## src/rtl/trig_step_ctrl_if.sv

```systemverilog
// Control/status bundle between the anti-jitter front end, the trigger bank
// and the clock-step scheduler.
interface trig_step_ctrl_if #(
    parameter int DIV_W  = 26,
    parameter int HIST_D = 8
);
    logic [1:0]          mode;
    logic                step_pulse;
    logic [DIV_W-1:0]    period;
    logic [7:0]          burst_len;
    logic [2:0]          q_in;
    logic                CK;
    logic                ck_rise;
    logic                busy;
    logic                burst_done;
    logic [3*HIST_D-1:0] q_hist;
    logic [15:0]         pulse_cnt;

    // Front end drives the controls and observes the scheduler.
    modport master (
        output mode, step_pulse, period, burst_len, q_in,
        input  CK, ck_rise, busy, burst_done, q_hist, pulse_cnt
    );

    // Scheduler side.
    modport slave (
        input  mode, step_pulse, period, burst_len, q_in,
        output CK, ck_rise, busy, burst_done, q_hist, pulse_cnt
    );
endinterface

```

## src/rtl/trig_step_ctrl.sv

```systemverilog
// Trigger clock step scheduler: generates CK in stop / free-run /
// single-step / burst mode with a programmable half-period, and records the
// trigger Q outputs after every pulse into a shift history.
module trig_step_ctrl #(
    parameter int DIV_W  = 26,
    parameter int HIST_D = 8
) (
    input  logic                 clk,
    input  logic                 RSTN,
    trig_step_ctrl_if.slave      bus
);
    typedef enum logic [1:0] {
        IDLE = 2'd0,
        HIGH = 2'd1,
        LOW  = 2'd2,
        FIN  = 2'd3
    } state_t;

    localparam logic [1:0] MODE_FREE  = 2'b01;
    localparam logic [1:0] MODE_STEP  = 2'b10;
    localparam logic [1:0] MODE_BURST = 2'b11;

    // A half-period of zero would never terminate a phase; run it as one.
    function automatic logic [DIV_W-1:0] clamp_period(input logic [DIV_W-1:0] p);
        return (p == '0) ? DIV_W'(1) : p;
    endfunction

    state_t              state_r, state_n;
    logic [DIV_W-1:0]    cnt_r, cnt_n;     // cycles left in the current phase, minus one
    logic [DIV_W-1:0]    per_r, per_n;     // latched half-period
    logic [7:0]          rem_r, rem_n;     // pulses left in the burst, including current
    logic [1:0]          run_r, run_n;     // mode that launched the current run
    logic [3*HIST_D-1:0] hist_r, hist_n;
    logic [15:0]         pcnt_r, pcnt_n;
    logic                ck_r, ck_rise_r, busy_r, burst_done_r;
    logic                start_s, rise_s, done_s;

    // Next-state, phase counting, latching and history shift.
    always_comb begin
        state_n = state_r;
        cnt_n   = cnt_r;
        per_n   = per_r;
        rem_n   = rem_r;
        run_n   = run_r;
        hist_n  = hist_r;
        pcnt_n  = pcnt_r;
        start_s = 1'b0;
        rise_s  = 1'b0;
        done_s  = 1'b0;

        case (state_r)
            IDLE: begin
                if (bus.mode == MODE_FREE) begin
                    start_s = 1'b1;
                end else if (bus.mode == MODE_STEP && bus.step_pulse) begin
                    start_s = 1'b1;
                end else if (bus.mode == MODE_BURST && bus.step_pulse) begin
                    if (bus.burst_len != 8'd0) begin
                        start_s = 1'b1;
                        rem_n   = bus.burst_len;
                    end else begin
                        // Empty burst: report completion without any pulse.
                        done_s = 1'b1;
                    end
                end else begin
                    state_n = IDLE;
                end
            end
            HIGH: begin
                if (cnt_r == '0) begin
                    // Last high cycle: the triggers have settled on this edge.
                    hist_n  = {hist_r[3*HIST_D-4:0], bus.q_in};
                    state_n = LOW;
                    cnt_n   = per_r - DIV_W'(1);
                end else begin
                    cnt_n = cnt_r - DIV_W'(1);
                end
            end
            LOW: begin
                if (cnt_r != '0) begin
                    cnt_n = cnt_r - DIV_W'(1);
                end else if (run_r == MODE_FREE && bus.mode == MODE_FREE) begin
                    // Back-to-back pulses with a fresh period, no gap cycle.
                    start_s = 1'b1;
                end else if (run_r == MODE_BURST && bus.mode == MODE_BURST && rem_r > 8'd1) begin
                    rem_n   = rem_r - 8'd1;
                    state_n = HIGH;
                    cnt_n   = per_r - DIV_W'(1);
                end else if (run_r == MODE_BURST && bus.mode == MODE_BURST && rem_r == 8'd1) begin
                    state_n = FIN;
                    done_s  = 1'b1;
                end else begin
                    state_n = IDLE;
                end
            end
            FIN: begin
                state_n = IDLE;
            end
            default: begin
                state_n = IDLE;
            end
        endcase

        if (start_s) begin
            state_n = HIGH;
            run_n   = bus.mode;
            per_n   = clamp_period(bus.period);
            cnt_n   = clamp_period(bus.period) - DIV_W'(1);
        end else begin
            run_n = run_n;
        end

        if (state_n == HIGH && state_r != HIGH) begin
            rise_s = 1'b1;
        end else begin
            rise_s = 1'b0;
        end

        if (rise_s && pcnt_r != 16'hFFFF) begin
            pcnt_n = pcnt_r + 16'd1;
        end else begin
            pcnt_n = pcnt_r;
        end
    end

    // State and datapath registers with synchronous active-low reset.
    always_ff @(posedge clk) begin
        if (!RSTN) begin
            state_r      <= IDLE;
            cnt_r        <= '0;
            per_r        <= '0;
            rem_r        <= 8'd0;
            run_r        <= 2'b00;
            hist_r       <= '0;
            pcnt_r       <= 16'd0;
            ck_r         <= 1'b0;
            ck_rise_r    <= 1'b0;
            busy_r       <= 1'b0;
            burst_done_r <= 1'b0;
        end else begin
            state_r      <= state_n;
            cnt_r        <= cnt_n;
            per_r        <= per_n;
            rem_r        <= rem_n;
            run_r        <= run_n;
            hist_r       <= hist_n;
            pcnt_r       <= pcnt_n;
            ck_r         <= (state_n == HIGH);
            ck_rise_r    <= rise_s;
            busy_r       <= (state_n != IDLE);
            burst_done_r <= done_s;
        end
    end

    assign bus.CK         = ck_r;
    assign bus.ck_rise    = ck_rise_r;
    assign bus.busy       = busy_r;
    assign bus.burst_done = burst_done_r;
    assign bus.q_hist     = hist_r;
    assign bus.pulse_cnt  = pcnt_r;
endmodule

```

## src/flat_wrapper.sv

```systemverilog
// flat-port wrapper written by rule: the top's interface ports become plain ports
module trig_step_ctrl_flat 
#(
    parameter int DIV_W  = 26,
    parameter int HIST_D = 8
)
  (clk, RSTN, bus_mode, bus_step_pulse, bus_period, bus_burst_len, bus_q_in, bus_CK, bus_ck_rise, bus_busy, bus_burst_done, bus_q_hist, bus_pulse_cnt);
  trig_step_ctrl_if #(.DIV_W(DIV_W), .HIST_D(HIST_D)) bus_i ();
  input  logic clk;
  input  logic RSTN;
  input wire logic [$bits(bus_i.mode)-1:0] bus_mode;
  input wire logic [$bits(bus_i.step_pulse)-1:0] bus_step_pulse;
  input wire logic [$bits(bus_i.period)-1:0] bus_period;
  input wire logic [$bits(bus_i.burst_len)-1:0] bus_burst_len;
  input wire logic [$bits(bus_i.q_in)-1:0] bus_q_in;
  output wire logic [$bits(bus_i.CK)-1:0] bus_CK;
  output wire logic [$bits(bus_i.ck_rise)-1:0] bus_ck_rise;
  output wire logic [$bits(bus_i.busy)-1:0] bus_busy;
  output wire logic [$bits(bus_i.burst_done)-1:0] bus_burst_done;
  output wire logic [$bits(bus_i.q_hist)-1:0] bus_q_hist;
  output wire logic [$bits(bus_i.pulse_cnt)-1:0] bus_pulse_cnt;
  assign bus_i.mode = bus_mode;
  assign bus_i.step_pulse = bus_step_pulse;
  assign bus_i.period = bus_period;
  assign bus_i.burst_len = bus_burst_len;
  assign bus_i.q_in = bus_q_in;
  assign bus_CK = bus_i.CK;
  assign bus_ck_rise = bus_i.ck_rise;
  assign bus_busy = bus_i.busy;
  assign bus_burst_done = bus_i.burst_done;
  assign bus_q_hist = bus_i.q_hist;
  assign bus_pulse_cnt = bus_i.pulse_cnt;
  trig_step_ctrl #(.DIV_W(DIV_W), .HIST_D(HIST_D)) u_core (.clk(clk), .RSTN(RSTN), .bus(bus_i));
endmodule
```

## config.mk

```make
export PLATFORM = sky130hd
export DESIGN_NAME = trig_step_ctrl_flat
export DESIGN_NICKNAME = d
export VERILOG_FILES = /design/src/rtl/trig_step_ctrl_if.sv /design/src/rtl/trig_step_ctrl.sv /design/src/flat_wrapper.sv
export SDC_FILE = /design/constraint.sdc
export NUM_CORES = 1
export LEC_CHECK = 0
export CELL_PAD_IN_SITES_DETAIL_PLACEMENT = 0
export CELL_PAD_IN_SITES_GLOBAL_PLACEMENT = 1
export CORE_MARGIN = 3
export CORE_UTILIZATION = 36
export DETAILED_ROUTE_END_ITERATION = 10
export GPL_TIMING_DRIVEN = 0
export PLACE_DENSITY = 0.8
export SLEW_MARGIN = 20
export SYNTH_ARGS = -nofsm -noshare
export SYNTH_HDL_FRONTEND = slang
export SYNTH_SLANG_ARGS = --single-unit
```

## constraint.sdc

```tcl
create_clock -name clk -period 3.9 [get_ports clk]
set_input_delay 0.975 -clock clk [delete_from_list [all_inputs] [get_ports clk]]
set_output_delay 0.975 -clock clk [all_outputs]
set_load 0.005 [all_outputs]
```

-- Yosys cells after proc, flatten, opt, wreduce, memory -nomap -nowiden
Cells that the tools add are included.
- input port bits: 42
- logic and storage cells: 99
- register bits: 108
- output and inout port bits: 44
- reduce and logical (&&, ||, !) cells: 19
- mux-type cells: 42
- $lt $le $gt $ge: 1
- equal/unequal tests: 21
- add/sub/neg operators: 5
- operators by type and width (kind ; number):
    26-bit two-way mux ; 6
    26-bit by 1-bit subtractor with 26-bit output (second input constant) ; 3
    8-bit two-way mux ; 7
    26-bit logical NOT ; 2
    26-bit one-hot mux with 2 select lines ; 1
    26-bit nonzero test ; 1
    2-bit two-way mux ; 9
    16-bit by 1-bit adder with 16-bit output (second input constant) ; 1
    16-bit != test (second input constant) ; 1
    8-bit one-hot mux with 2 select lines ; 1
    1-bit two-way mux ; 15
    2-bit == test (second input constant) ; 5
    2-bit by 1-bit == test with 1-bit output (second input constant) ; 4
    8-bit by 1-bit == test with 1-bit output (second input constant) ; 1
    8-bit by 1-bit greater-than comparator with 1-bit output (second input constant) ; 1
    1-bit logical AND ; 8
    2-bit by 1-bit != test with 1-bit output (second input constant) ; 4
    2-bit != test (second input constant) ; 4
    2-bit one-hot mux with 4 select lines ; 1
    8-bit AND reduction ; 1
    8-bit nonzero test ; 1
    8-bit by 1-bit subtractor with 8-bit output (second input constant) ; 1
    4-bit by 1-bit != test with 1-bit output (second input constant) ; 1
    4-bit by 2-bit != test with 1-bit output (second input constant) ; 1
    6 further kinds ; 8

-- Logic depth before layout (Yosys ltp)
Gate-level depths: netlist of the first run.
- depth in word-level cells: 13
- mapped depth: 13

-- Worst setup path before layout of the first run
Ideal clock, no wire load.
- kind: input-to-reg
- from: input port bus_period[11]
- to: register u_core.cnt_r[22]
- library setup time: 0.095 ns
- stages on the path: 12
- setup slack: 0.048 ns
- data arrival time: 3.756 ns
- buffers on the path: 1
- required time: 3.805 ns
- cells stage by stage: or4_1 or4_1 nor4b_1 nor2_1 ha_1 nand3b_1 or2_2 clkbuf_1 nor4_1 nand3b_1 xor2_1 a221oi_1
- word-level cells in the longest chain between the ends: 4
- ends and longest elaborated chain (item ; RTL line ; source):
    start, declared ; flat_wrapper.sv:13 ; input wire logic [$bits(bus_i.period)-1:0] bus_period;
    26-bit logical NOT ; trig_step_ctrl.sv:25 ; return (p == '0) ? DIV_W'(1) : p;
    26-bit two-way mux (*) ; trig_step_ctrl.sv:25 ;
    26-bit by 1-bit subtractor with 26-bit output (*) ; trig_step_ctrl.sv:108 ; cnt_n = clamp_period(bus.period) - DIV_W'(1);
    26-bit two-way mux (*) ; trig_step_ctrl.sv:104 ; if (start_s) begin
    end signal, assigned ; trig_step_ctrl.sv:142 ; cnt_r <= cnt_n;
    end, declared ; trig_step_ctrl.sv:29 ; logic [DIV_W-1:0] cnt_r, cnt_n;
Every way passes the cells marked *; elsewhere a longest branch is shown, timed or not.
A chain may end at the register's enable or synchronous reset.

-- Worst setup path in the final report of the first run
- from: input port bus_period[19]
- to: register u_core.cnt_r[20]
The elaborated chain is that of the path after synthesis.

==> results.md, run 1 <==
- Status: finished clean
- Pint: 0.00185 W
- Setup violators final: 0
- GRT overflow: 0
- Sequential Power Share: 0.452
- Vias/cell: 5.41
- DR iter-0 viols: 377
- Post-synthesis compound-gate area fraction: 0.234
- Syn Area/Cell: 7.61 sq um
- Mapped cell area: 6000 sq um
- Post-synthesis async set-or-reset flop share: 0
- F_max: 268 MHz
- Worst-skew pair later-pin latency: 0.37 ns
- Top cell type by total area after synthesis: dfxtp_1
- Post-route DRC: 0
- Placed insts: 1090
- Worst slew margin: 0.363
- CTS Root Cell: clkbuf_16
- Min-delay worst type: reg2reg
- Post-synthesis adder-cell area fraction: 0.0188
- Dominant combinational cell family by area after synthesis: simple AND/OR/NAND/NOR gates
- Post-synthesis mux area share: 0.0152
- CP Launch Type: input port
- Placeable Area: 16100 sq um
- Post-synth EDFFs: 0
- Max-Cap Viols: 0
- # clock sinks: 108
- Min Tclk post-route: 3.73 ns
- Die X: 135 um
- Slew @ Worst Pin: 0.947 ns
- Fraction of layout cells with a size suffix above 1: 0.0594
- CP max FO: 6
- Dominant cells by area after synthesis: dfxtp_1, nand2_1, a21oi_1
- Comb pwr share: 0.196
- CTS tree: yes
- Crit path cell chain: clkdlybuf4s50_1 -> or4_1 -> nor4_4 -> nor4b_4 -> nor2_1 -> ha_2 -> nand3b_1 -> or2_4 -> nor4_2 -> nand2b_1 -> xnor2_1 -> o21ai_0 -> a21oi_1
- Leakage: 2.59 nW
- Die Area: 18300 sq um
- Starting Density: 0.372
- Metal-1 WL: 8.54 mm
- YS warnings: 0
- Total CTS buffers: 9
- First-pass GRT wire length: 28.9 mm
- Vias in the first global route: 5498
- Switching Share: 0.322
- Top cells by count, synth: nand2_1, dfxtp_1, a21oi_1, nor2_1, o21ai_0
- Clk_skew: 0.0113 ns
- Routed wire per std cell: 16.7 um
- Vias post-DR: 6003
- Final Hold Viols: 0
- ANT nets after route: 0
- Largest net degree at the start of global routing: 23
- Most frequent cell after synthesis: nand2_1
- Synth Area in Simple Gates: 0.266
- WL final: 18.5 mm
- Clock network power share: 0.352
- Port buffer count: 85
- FF+latch count, synth: 108
- Io pins: 86
- Placed inst area: 7130 sq um
- Metal2 WL: 8.64 mm
- Die H: 135 um
- Fin crit share: 0.956
- Crit end category: flip-flop
- Post-Layout Cell Count: 1109
- Seq/Total Area, Yosys: 0.360
- Area grow syn2layout: 25.8%
- RSZ-0062 raised after global routing: false
- Final Max Slew Viols: 0
- Cells after synthesis: 789
- Slowest stage cell, crit path: or4_1
- Highest Signal Layer: met4
- Clk slew on worst S/H paths: 0.08 ns
- Cell variety after synth: 61
- Worst Path Arrival: 3.95 ns
- Final GP Congestion: 0.869
- DR WL met3: 993 um
- Fin area: 7550 sq um
- Post-DP HPWL: 13.5 mm
- H-tree Lvls: 3
- Nets: 939
- Deepest clock path buffer count: 2
- Setup CP Type: in2reg
- Critical Path Max Stage Delay: 0.67 ns
- First drt pass iteration count: 5
- Synth top area share: 0.360
- Peak VDD IR: 224 uV
- Row count: 46
- Ys flop type: dfxtp_1
- Synthesized net count: 840
- Area share of xor/xnor cells in the synthesized design: 0.0598
- GR Util All Layers: 0.199
- N_diodes: 0
- Initial antenna violation count: 0
- Pwr dens: 361 nW/um^2
- Worst Path Buf+Inv: 1
- CP top delay family: simple AND/OR/NAND/NOR gates
- Critical Path RT: 4.12 ns
- Psw: 0.000879 W
## cells in the final DEF (no fill, tap or decap), drive strengths merged, types with 20 or more instances in the layout
master / count
nand2: 138
dfxtp: 108
a21oi: 101
clkdlybuf4s50: 81
nor2: 51
o21ai: 47
clkbuf: 43
nor3: 34
inv: 26
xor2: 22
or3: 20
## cell families after synthesis
logic type / Yosys count
adders and majority gates: 9
xor gates and xnor gates: 41
and+or+nand+nor: 328
muxes: 9
DFF: 108
AOI/OAI and AO/OA: 226
buffers and inverters: 68
## state kept, by name (all words and copies together) (netlist names)
register / cells
u_core.bus.CK: 1
u_core.cnt_r: 26
u_core.run_r: 2
u_core.bus.burst_done: 1
u_core.per_r: 26
u_core.bus.busy: 1
u_core.bus.q_hist: 24
u_core.rem_r: 8
u_core.state_r: 2
u_core.bus.pulse_cnt: 16
u_core.bus.ck_rise: 1
## worst paths after layout
kind,from,endpoint,slack [ns],depth (start not counted)
min,u_core.bus.q_hist[22]$_SDFFE_PN0P_,u_core.bus.q_hist[22]$_SDFFE_PN0P_,0.46,2
min reg2reg,u_core.bus.q_hist[22]$_SDFFE_PN0P_,u_core.bus.q_hist[22]$_SDFFE_PN0P_,0.46,2
max,bus_period[19],u_core.cnt_r[20]$_SDFFE_PN0P_,0.17,13
max reg2reg,u_core.cnt_r[15]$_SDFFE_PN0P_,u_core.cnt_r[18]$_SDFFE_PN0P_,0.39,11
## power by group through the flow
stage	combinational, W	sequential (W)	clock (W)
4_1_cts	0.000530	0.00123	0.000986
6_report	0.000535	0.00123	0.000960
3_3_place_gp	0.000525	0.00126	0
3_5_place_dp	0.000527	0.00126	0
2_1_floorplan	0.000343	0.00124	0
5_1_grt	0.000595	0.00124	0.00103
## metrics by stage
stage               power (W)  TNS [ns]  hold slack [ns]   util  setup WS, ns
finish                0.00273         0            0.457  0.469         0.171
global route          0.00287         0            0.492  0.469        0.0179
CTS                   0.00275         0            0.464  0.465        0.0253
detailed placement    0.00178    -16.54            0.447  0.442         -1.21
global placement      0.00178    -19.03            0.445  0.442         -1.23
floorplan             0.00158         0            0.441      -        0.0484
## layer usage
| layer | GRT usage | vias to the layer above |
|---|---|---|
| li1 | - | 3042 |
| met1 | 0.267 | 2773 |
| met2 | 0.326 | 166 |
| met3 | 0.0373 | 22 |
| met4 | 0.0594 | 0 |
| met5 | 0 | - |
## cell type report
type / count / area [sq um]
buffer: 43 / 183
clock buffer: 9 / 225
sequential: 108 / 2160
fill: 1654 / 8560
tap: 216 / 270
multi-input combinational: 613 / 3640
inverter: 24 / 90.1
timing repair buffer: 89 / 891
clock inverter: 7 / 93.8
## timing repair
action,in CTS,in global routing
hold buffers,0,0
gates resized for setup,6,11
buffers inserted,2,2
setup endpoints to repair,14,16
cloned,0,0
pin swaps,1,5
## worst reg2reg max path: stages (launching register included)
cell and delay [ns]:
dfxtp_1 0.36, or4_1 0.51, buf_2 0.17, and4b_1 0.26, buf_6 0.15, and2_1 0.15, buf_2 0.27, a31o_2 0.25
clkbuf_1 0.38, clkbuf_1 0.48, a21oi_1 0.15, a221oi_1 0.29
Note: power is estimated with default switching activity, not from simulation.
==> run 2, diff against run 1 <==
--- a/config.mk
+++ b/config.mk
@@ -12,6 +12,7 @@
 export DETAILED_ROUTE_END_ITERATION = 10
 export GPL_TIMING_DRIVEN = 0
 export PLACE_DENSITY = 0.8
+export RECOVER_POWER = 25
 export SLEW_MARGIN = 20
 export SYNTH_ARGS = -nofsm -noshare
 export SYNTH_HDL_FRONTEND = slang
==> run 2 against run 1 <==
  * Die area did not move
  * Utilization is the same
  * Combinational power about the same
  * Clock power about the same
  * Register-to-register slack is essentially flat
  * Clock skew down 0.0028 ns
  * Non-clock buffer count did not move
  * Largest cell class unchanged
  * Via count up 0.62%
  * Sequential share of layout area unchanged
  * Final cell count stayed put
  * Critical endpoint is now u_core.cnt_r[22]$_SDFFE_PN0P_
  * Power is 0.16% lower
  * Critical path type unchanged
  * Critical path depth down 1
==> results.md, run 2 (synthesis results as in run 1) <==
- H-tree Lvls: 3
- Die H: 135 um
- Most common cell after layout, fill and taps aside: nand2_1
- Vias in the first global route: 5498
- Initial antenna violation count: 0
- Pre-CTS setup slack: -1.21 ns
- Routed wire per std cell: 16.7 um
- F_max: 269 MHz
- Min Tclk post-route: 3.72 ns
- WHS Endpoint: u_core.bus.q_hist[22]$_SDFFE_PN0P_
- Fillers: 1654
- Status: finished clean
- Worst Hold Depth: 2
- DR iter-0 viols: 389
- FF-to-FF path depth: 10
- Fin crit share: 0.953
- CP Launch Type: input port
- R2r setup slk: 0.40 ns
- Largest net degree at the start of global routing: 23
- # clock sinks: 108
- Area grow syn2layout: 25.8%
- Max-Cap Viols: 0
- Final GP Congestion: 0.869
- Port buffer count: 85
- Post-route DRC: 0
- Hold slack: 0.454 ns
- Deepest clock path buffer count: 2
- Nets: 939
- Die Area: 18300 sq um
- Worst Path Arrival: 3.94 ns
- Row count: 46
- Most frequent cells in the layout: nand2_1, dfxtp_1, a21oi_1
- RSZ-0062 raised after global routing: false
- Fraction of layout cells with a size suffix above 1: 0.0594
- Worst-skew pair later-pin latency: 0.37 ns
- Area of the multi-input gates: 3640 sq um
- ANT nets after route: 0
- Total CTS buffers: 9
- GRT overflow: 0
- Peak VDD IR: 222 uV
- Die X: 135 um
- Placeable Area: 16100 sq um
- Leakage: 2.71 nW
- Starting Density: 0.372
- Post-DP HPWL: 13.5 mm
- Slew @ Worst Pin: 0.959 ns
- CTS tree: yes
- Final Max Slew Viols: 0
- GR Util All Layers: 0.199
- Hold path startpoint: u_core.bus.q_hist[22]$_SDFFE_PN0P_
- Pwr dens: 361 nW/um^2
- CTS Root Cell: clkbuf_16
- Vias post-DR: 6040
- Crit end category: flip-flop
- CP max FO: 6
- Setup CP Type: in2reg
- Clk_skew: 0.00852 ns
- Fin util: 0.469
- WL final: 18.5 mm
- R2r endpoint: u_core.cnt_r[18]$_SDFFE_PN0P_
- Setup violators final: 0
- N_diodes: 0
- Vias/cell: 5.45
- First-pass GRT wire length: 28.9 mm
- First drt pass iteration count: 5
- Critical Path RT: 4.12 ns
- Clk slew on worst S/H paths: 0.08 ns
- Io pins: 86
- Worst slew margin: 0.355
- Total power: 0.00272 W
- Final Hold Viols: 0
- Min-delay worst type: reg2reg
- Reg area: 2160 sq um
- Final Worst Setup Slack: 0.185 ns
- Worst R2R Start: u_core.cnt_r[4]$_SDFFE_PN0P_
-- run 2: critical path, cell delays in order --
cell and delay (ns):
clkdlybuf4s50_1 0.51, or4_1 0.67, nor4_4 0.27, nor4b_4 0.32
nor2_1 0.11, ha_2 0.22, nand3b_1 0.16, or2_4 0.20
nor4_2 0.08, nand3b_1 0.11, xor2_1 0.21, a221oi_2 0.09
-- run 2: worst max path at each step --
stage                   startpoint                            end  slack, ns
floorplan           bus_period[11]  u_core.cnt_r[22]$_SDFFE_PN0P_       0.05
global placement    bus_period[10]  u_core.cnt_r[22]$_SDFFE_PN0P_      -1.23
detailed placement  bus_period[10]  u_core.cnt_r[22]$_SDFFE_PN0P_      -1.21
CTS                 bus_period[11]  u_core.cnt_r[22]$_SDFFE_PN0P_       0.03
global route           bus_mode[0]  u_core.per_r[12]$_SDFFE_PN0P_       0.02
finish              bus_period[19]  u_core.cnt_r[22]$_SDFFE_PN0P_       0.18
-- run 2: layout make-up --
cell class / instances / share of cell area
buffer: 43 / 0.0242
clock buffer: 9 / 0.0298
clock inverter: 7 / 0.0124
inverter: 24 / 0.0119
multi-input combinational: 613 / 0.482
sequential: 108 / 0.286
tap: 216 / 0.0358
timing repair buffer: 89 / 0.118
-- run 2: power by group --
group,leakage [nW],switching [W],internal [W]
Combinational,1.67,0.000314,0.000219
Clock,0.153,0.000493,0.000464
Sequential,0.883,0.0000683,0.00117
-- run 2: what timing repair did --
action                                 CTS  global route
endpoints found under the hold margin    0             0
hold buffers                             0             0
cloned                                   0             0
pin swaps                                1             5
buffers inserted                         2             2
resized for setup                        6            11
setup endpoints to repair               14            16
-- run 2: through the flow --
step	TNS [ns]	instance area (sq um)	cells
after floorplan	0	6000	789
after global placement	-19.03	7120	1090
after detailed placement	-16.54	7130	1090
after CTS	0	7490	1107
after global routing	0	7550	1109
final	0	7550	1109
-- run 2: metal layers --
| metal | up-vias | wire length, um | track usage |
|---|---|---|---|
| met5 | - | 0 | 0 |
| met4 | 0 | 277 | 0.0594 |
| met3 | 20 | 975 | 0.0373 |
| met2 | 166 | 8670 | 0.326 |
| met1 | 2809 | 8580 | 0.267 |
| li1 | 3045 | - | - |
